--- src/rtl/hear_freq_pkg.sv ---
// Shared command codes and tone-band classifier for hear_freq.
package hear_freq_pkg;

    typedef logic [2:0] cmd_t;

    localparam cmd_t CMD_NONE = 3'b000;
    localparam cmd_t CMD_500  = 3'b001;
    localparam cmd_t CMD_1K   = 3'b010;
    localparam cmd_t CMD_1K5  = 3'b100;

    function automatic cmd_t classify(
        input logic [31:0] n,
        input logic [31:0] f1_lo,
        input logic [31:0] f1_hi,
        input logic [31:0] f2_lo,
        input logic [31:0] f2_hi,
        input logic [31:0] f3_lo,
        input logic [31:0] f3_hi
    );
        cmd_t c;
        c = CMD_NONE;
        unique case (1'b1)
            (n >= f1_lo && n <= f1_hi): c = CMD_500;
            (n >= f2_lo && n <= f2_hi): c = CMD_1K;
            (n >= f3_lo && n <= f3_hi): c = CMD_1K5;
            default:                    c = CMD_NONE;
        endcase
        return c;
    endfunction

endpackage

--- src/rtl/mic_edge_sync.sv ---
// Two-flop synchroniser plus delay flop; rise pulses one cycle per
// synchronised rising edge of the mic comparator.
module mic_edge_sync (
    input  logic clk,
    input  logic rst_n,
    input  logic d_async,
    output logic q_sync,
    output logic rise
);

    logic s1;
    logic s2;
    logic prev;

    always_ff @(posedge clk or negedge rst_n) begin
        if (!rst_n) begin
            s1   <= 1'b0;
            s2   <= 1'b0;
            prev <= 1'b0;
        end else begin
            s1   <= d_async;
            s2   <= s1;
            prev <= s2;
        end
    end

    assign q_sync = s2;
    assign rise   = s2 & ~prev;

endmodule

--- src/rtl/hear_freq.sv ---
// Windowed edge-count tone detector. Define HEAR_FREQ_CONFIRM_EN to
// require two matching windows before a new nonzero command is shown.
module hear_freq
    import hear_freq_pkg::*;
#(
    parameter int unsigned WINDOW_CYCLES = 10_000_000,
    parameter int unsigned CNT_W         = 16,
    parameter int unsigned F1_LO         = 40,
    parameter int unsigned F1_HI         = 60,
    parameter int unsigned F2_LO         = 90,
    parameter int unsigned F2_HI         = 110,
    parameter int unsigned F3_LO         = 140,
    parameter int unsigned F3_HI         = 160
) (
    input  logic       clk,
    input  logic       rst_n,
    input  logic       enable,
    input  logic       mic,
    output logic       led,
    output logic [2:0] command
);

    localparam int unsigned WIN_W =
        (WINDOW_CYCLES > 1) ? $clog2(WINDOW_CYCLES) : 1;
    localparam logic [WIN_W-1:0] WIN_LAST = WIN_W'(WINDOW_CYCLES - 1);
    localparam logic [CNT_W-1:0] CNT_MAX  = '1;

    logic [WIN_W-1:0] win_cnt;
    logic [CNT_W-1:0] edge_cnt;
    logic [CNT_W-1:0] edge_nxt;
    logic             mic_sync;
    logic             mic_rise;
    logic             pulse;
    logic             last;
    cmd_t             result;

`ifdef HEAR_FREQ_CONFIRM_EN
    cmd_t             prev_res;
`endif

    mic_edge_sync u_sync (
        .clk     (clk),
        .rst_n   (rst_n),
        .d_async (mic),
        .q_sync  (mic_sync),
        .rise    (mic_rise)
    );

    // rise already implies the synchronised level is high
    assign pulse = mic_rise & mic_sync;
    assign last  = (win_cnt == WIN_LAST);

    // total includes a pulse landing on the terminal cycle
    always_comb begin
        edge_nxt = edge_cnt;
        if (pulse && edge_cnt != CNT_MAX) begin
            edge_nxt = edge_cnt + CNT_W'(1);
        end
        result = classify(32'(edge_nxt),
                          F1_LO, F1_HI,
                          F2_LO, F2_HI,
                          F3_LO, F3_HI);
    end

    always_ff @(posedge clk or negedge rst_n) begin
        if (!rst_n) begin
            win_cnt  <= '0;
            edge_cnt <= '0;
            command  <= CMD_NONE;
            led      <= 1'b0;
`ifdef HEAR_FREQ_CONFIRM_EN
            prev_res <= CMD_NONE;
`endif
        end else if (!enable) begin
            win_cnt  <= '0;
            edge_cnt <= '0;
            command  <= CMD_NONE;
            led      <= 1'b0;
`ifdef HEAR_FREQ_CONFIRM_EN
            prev_res <= CMD_NONE;
`endif
        end else if (last) begin
            win_cnt  <= '0;
            edge_cnt <= '0;
`ifdef HEAR_FREQ_CONFIRM_EN
            prev_res <= result;
            if (result == CMD_NONE) begin
                command <= CMD_NONE;
                led     <= 1'b0;
            end else if (result == prev_res) begin
                command <= result;
                led     <= 1'b1;
            end
`else
            command  <= result;
            led      <= (result != CMD_NONE);
`endif
        end else begin
            win_cnt  <= win_cnt + WIN_W'(1);
            edge_cnt <= edge_nxt;
        end
    end

endmodule

--- config.mk ---
export PLATFORM = sky130hd
export DESIGN_NAME = hear_freq
export DESIGN_NICKNAME = d
export VERILOG_FILES = /design/src/rtl/hear_freq_pkg.sv /design/src/rtl/mic_edge_sync.sv /design/src/rtl/hear_freq.sv
export SDC_FILE = /design/constraint.sdc
export NUM_CORES = 1
export LEC_CHECK = 0
export ABC_AREA = 1
export BUFFER_PORTS_ARGS = -buffer_cell sky130_fd_sc_hd__buf_2
export CORE_ASPECT_RATIO = 2
export CORE_MARGIN = 2
export CORE_UTILIZATION = 53
export CTS_BUF_LIST = sky130_fd_sc_hd__clkbuf_2 sky130_fd_sc_hd__clkbuf_4 sky130_fd_sc_hd__clkbuf_8
export DETAILED_ROUTE_END_ITERATION = 16
export PLACE_DENSITY = 0.69
export SETUP_SLACK_MARGIN = 0.02
export SLEW_MARGIN = 10
export SYNTH_ARGS = -nofsm -noshare
export SYNTH_HDL_FRONTEND = slang
export SYNTH_HIERARCHICAL = 1
export SYNTH_SLANG_ARGS = --single-unit
export TNS_END_PERCENT = 20
--- constraint.sdc ---
create_clock -name clk -period 2.5 [get_ports clk]
set_input_delay 0.25 -clock clk [delete_from_list [all_inputs] [get_ports clk]]
set_output_delay 0.25 -clock clk [all_outputs]
set_load 0.1 [all_outputs]
Word-level counts from Yosys, hierarchy flattened
Index checks and enable logic that the tools add are counted.

Flip-flop bits (word level): 47. Logic and storage cells: 36.

$add $sub $neg: 2. $lt $le $gt $ge: 6. Eq/ne operators: 3. Multiplexer cells: 10. Bitwise gates (word level): 3. Reduce and logical (&&, ||, !) cells: 5.

Operator list (count): $mux 16 (3); $mux 24 (2); $add 24x1->24 const B (1); $eq 24x24->1 const B (1); $add 16x1->16 const B (1); $ge 16x6->1 const B (1); $ge 16x7->1 const B (1); $ge 16x8->1 const B (1); $le 16x6->1 const B (1); $le 16x7->1 const B (1); $le 16x8->1 const B (1); $ne 16x16->1 const B (1); $pmux 3 s3 (1); $mux 3 (2); $logic_and 1x1->1 (4); $reduce_bool 3->1 (1); $and 1x1->1 (2); $mux 1 (2); $ne 2x1->1 const B (1); $not 1->1 (1).

Logic depth before layout (Yosys ltp)
Word-level depth: 11. Mapped depth: 17. Depth with buffers taken out: 17.

By module
Netlist, hierarchy kept.

Modules (own cells, without submodules): hear_freq (instances 1, cells an instance 425, area each 2876.5 um^2); mic_edge_sync (instances 1, cells an instance 5, area each 85.1 um^2).

Least setup slack after synthesis
No wires, ideal clock.

Path kind: register -> register. Start point: register edge_cnt[0]. End point: register led. Library setup time: 0.127 ns. Data arrival time: 1.901 ns. Required time: 2.373 ns. Path slack: 0.472 ns. Stages on the path, launching flop included: 16. Cell sequence: dfrtp_1 > ha_1 > nand2_2 > nor2_4 > nand2_4 > o21ai_4 > buf_6 > nand2_1 > nand2_4 > nand2_1 > o21ai_1 > nor2_1 > nand2_1 > nand2_1 > nand3_2 > nand3_1.

Longest elaborated chain between the ends: 9. Elaborated cells on any way between the ends: 17.

RTL lines: start: declaration (RTL line hear_freq.sv:29) `logic [CNT_W-1:0] edge_cnt;`; start signal: assignment (RTL line hear_freq.sv:100) `edge_cnt <= edge_nxt;`; branches (longest 2 deep; another with $add 16x1->16); $mux 16 * (RTL line hear_freq.sv:56) `if (pulse && edge_cnt != CNT_MAX) begin`; $ge 16x8->1, or another cell as far along (RTL line hear_freq_pkg.sv:25) `(n >= f3_lo && n <= f3_hi): c = CMD_1K5;`; $logic_and 1x1->1 (on tied branches) (RTL line hear_freq_pkg.sv:25, hear_freq_pkg.sv:23, hear_freq_pkg.sv:24); $pmux 3 s3 * (RTL line hear_freq_pkg.sv:22) `unique case (1'b1)`; $reduce_bool 3->1 * (RTL line hear_freq.sv:96) `led <= (result != CMD_NONE);`; $mux 1 * (RTL line hear_freq.sv:82) `end else if (last) begin`; $mux 1 * (RTL line hear_freq.sv:74) `end else if (!enable) begin`; end signal: assignment (RTL line hear_freq.sv:96); end: declaration (RTL line hear_freq.sv:19) `output logic led,`.

Mark *: on every way between the ends. The select of a mux whose other input is x is not followed. A chain may end at the register's enable or synchronous reset.

Final worst setup path
Ends and elaborated chain as after synthesis.

==> impl_metrics.json <==
{
  "status": "finished, final reports clean",
  "min_path_type": "in -> reg",
  "hp-start": "mic",
  "yosys_register_bits": 47,
  "grt_pass1_wl_mm": 11.8,
  "drive_gt1_frac": 0.104,
  "clockBufferDepth": 2,
  "max-slew-margin-rel": 0.679,
  "routed_wl_mm": 7.08,
  "dpl.cell_count": 499,
  "drv_slew": 0,
  "numCtsBuffers": 5,
  "antenna_left": 0,
  "finalPower_mw": 1.61,
  "hold_slack_ns": 0.0460,
  "reg2reg_to": "led$_DFFE_PN0P_",
  "cp.required_ns": 2.69,
  "cp_cell_sequence": "ha_4 -> nand2_2 -> nor2_4 -> nand2_4 -> nor2_1 -> nor2_1 -> buf_4 -> nand2_1 -> nand2_2 -> nor2_1 -> o21ai_0 -> nor2_1 -> nor2_1 -> a21boi_0 -> nand3_1",
  "timing.rr.start": "edge_cnt[0]$_DFF_PN0_",
  "grt_max_degree": 35,
  "period_share": 0.919,
  "crit_family": "simple AND/OR/NAND/NOR gates",
  "preCtsSetupSlack_ns": 0.148,
  "synth_cell_types": 34,
  "dpl_cell_area_um2": 3090,
  "layout_min_cycle_time_ns": 2.30,
  "powerDensity_nw_per_um2": 490,
  "cp-startpoint": "edge_cnt[0]$_DFF_PN0_",
  "critPathMaxStageDelay_ns": 0.43,
  "setup_slack_ns": 0.203,
  "finalInstanceArea_um2": 3280,
  "worstMarginPinSlew_ns": 0.484,
  "r2r_slack_ns": 0.20,
  "synth-edff-count": 0,
  "insertion_delay_ns": 0.30,
  "h-tree-depth": 2,
  "num_io_pins": 8,
  "die_w_um": 56.9,
  "grt_pass1_vias": 2695,
  "port-buffer-count": 7,
  "cts_tree": "done",
  "max_freq_ghz": 0.435,
  "track_usage": 0.247,
  "dp_hpwl_mm": 5.38,
  "ys.flop_type": "dfrtp_1",
  "die_area_um2": 6240,
  "yosys.cell_count.top_type": "nand2_1",
  "syn_area_um2": 2960,
  "worstPathArrival_ns": 2.49,
  "antenna_found_initial": 0,
  "dieHeight_um": 110,
  "drcViolationCount": 0,
  "hold_viol": 0,
  "n_antenna_cell": 0,
  "cap_viol_max_count": 0,
  "nets": 456,
  "cts.sinks": 47,
  "final-setup-viol-count": 0,
  "worstPathMaxFanout": 7,
  "cp-start-kind": "flop",
  "synth.top_cell.area_share": 0.397,
  "rsz0062_at_grt": "false",
  "via_count": 2696,
  "seq_area_frac_synth": 0.397,
  "critical_path_class": "reg -> reg",
  "ys_top_cells_by_count": "123 x nand2_1, 84 x nor2_1, 56 x inv_1",
  "p_leak_nw": 1.61,
  "hold_depth": 1,
  "synth.area.top_cells": "dfrtp_1 40%, nand2_1 16%, nor2_1 11%",
  "post-route-util": 0.605,
  "stdcell_count": 511,
  "yosys.area.top_type": "dfrtp_1",
  "area_growth_pct": 10.6,
  "initialDrtViolationCount": 145,
  "cp_slowest_cell": "dfrtp_2",
  "setup_tns_ns": 0,
  "syn_nets": 436,
  "clk_pin_slew_ns": 0.09,
  "ys_warn_count": 6,
  "initial_utilization": 0.546,
  "core-area_um2": 5420,
  "routedWlPerCell_um": 13.8,
  "avgViaCountPerCell": 5.28,
  "min_to": "u_sync/s1$_DFF_PN0_",
  "crit_buf_inv": 1,
  "cts_root_buf": "clkbuf_8",
  "synth_cells": 430,
  "row_count": 38,
  "peakVddDrop_mv": 0.496,
  "synth_area_per_cell_um2": 6.89,
  "fin_skew_ns": 0.00862,
  "drtPass1Iterations": 4,
  "place.gp.congestion": 0.947,
  "grt_overflow": 0,
  "reg2reg_depth": 15,
  "synthArstFlopShare": 1.00,
  "crit_path_frequent_cell": "nor2_1",
  "endpoint_kind": "flop"
}
==> worst max path at each step <==
stage                            end  slack, ns  cells after the start
2_1_floorplan        led$_DFFE_PN0P_       0.47                     15
3_3_place_gp         led$_DFFE_PN0P_       0.19                     13
3_5_place_dp         led$_DFFE_PN0P_       0.15                     14
4_1_cts              led$_DFFE_PN0P_       0.11                     15
5_1_grt        win_cnt[22]$_DFF_PN0_       0.03                     11
6_report             led$_DFFE_PN0P_       0.20                     15
==> layer usage <==
layer  track usage  part of all wire  wire, um  up-vias
li1              -                 -         -     1393
met1         0.250              0.37      2600     1236
met2         0.483              0.58      4120       52
met3        0.0329             0.024       167       15
met4         0.113             0.027       191        0
met5             0                 0         0        -
==> registers in the layout (all words and copies together), names as in the netlist <==
signal / cells
win_cnt: 24
edge_cnt: 16
command: 3
led: 1
u_sync/prev: 1
u_sync/q_sync: 1
u_sync/s1: 1
==> power by group <==
group,internal (mW),switching (mW)
registers,0.773,0.0140
clock network,0.411,0.261
logic,0.0453,0.102
==> final cells by class <==
type | count | area, um2
tap | 60 | 75.1
multi-input combinational | 322 | 1550
sequential | 47 | 1180
timing repair buffer | 18 | 124
clock buffer | 6 | 76.3
clock inverter | 2 | 60.1
fill | 517 | 2140
inverter | 56 | 210
==> placed cells by master (no fill, tap or decap), drive strengths merged <==
cell type and instances:
or2 1, xnor2 4, and3 1, nor2 89, and2 1, a211oi 1
bufinv 2, o211a 2, o21bai 3, a21oi 10, nor3 11, ha 2
nor4 2, nand4 14, nand3 29, xor2 6, dlygate4sd3 1, a22o 1
a21boi 1, nand2 132, buf 17, clkbuf 6, a31oi 1, inv 56
dfrtp 47, o21ai 11
==> repair_timing <==
action | in CTS | in global routing
resized for setup | 0 | 4
setup endpoints to repair | 0 | 4
hold endpoints to repair | 13 | 0
setup buffers | 0 | 3
hold buffers | 1 | 0
==> cell families after synthesis <==
logic type,after synthesis,synth area share
xor gates and xnor gates,10,0.0296
and+or+nand+nor,280,0.417
buffers and inverters,61,0.0824
DFF,47,0.397
adders and majority gates,2,0.00845
AOI/OAI and AO/OA,30,0.0651
No activity file was read; power rests on OpenSTA's default activity.
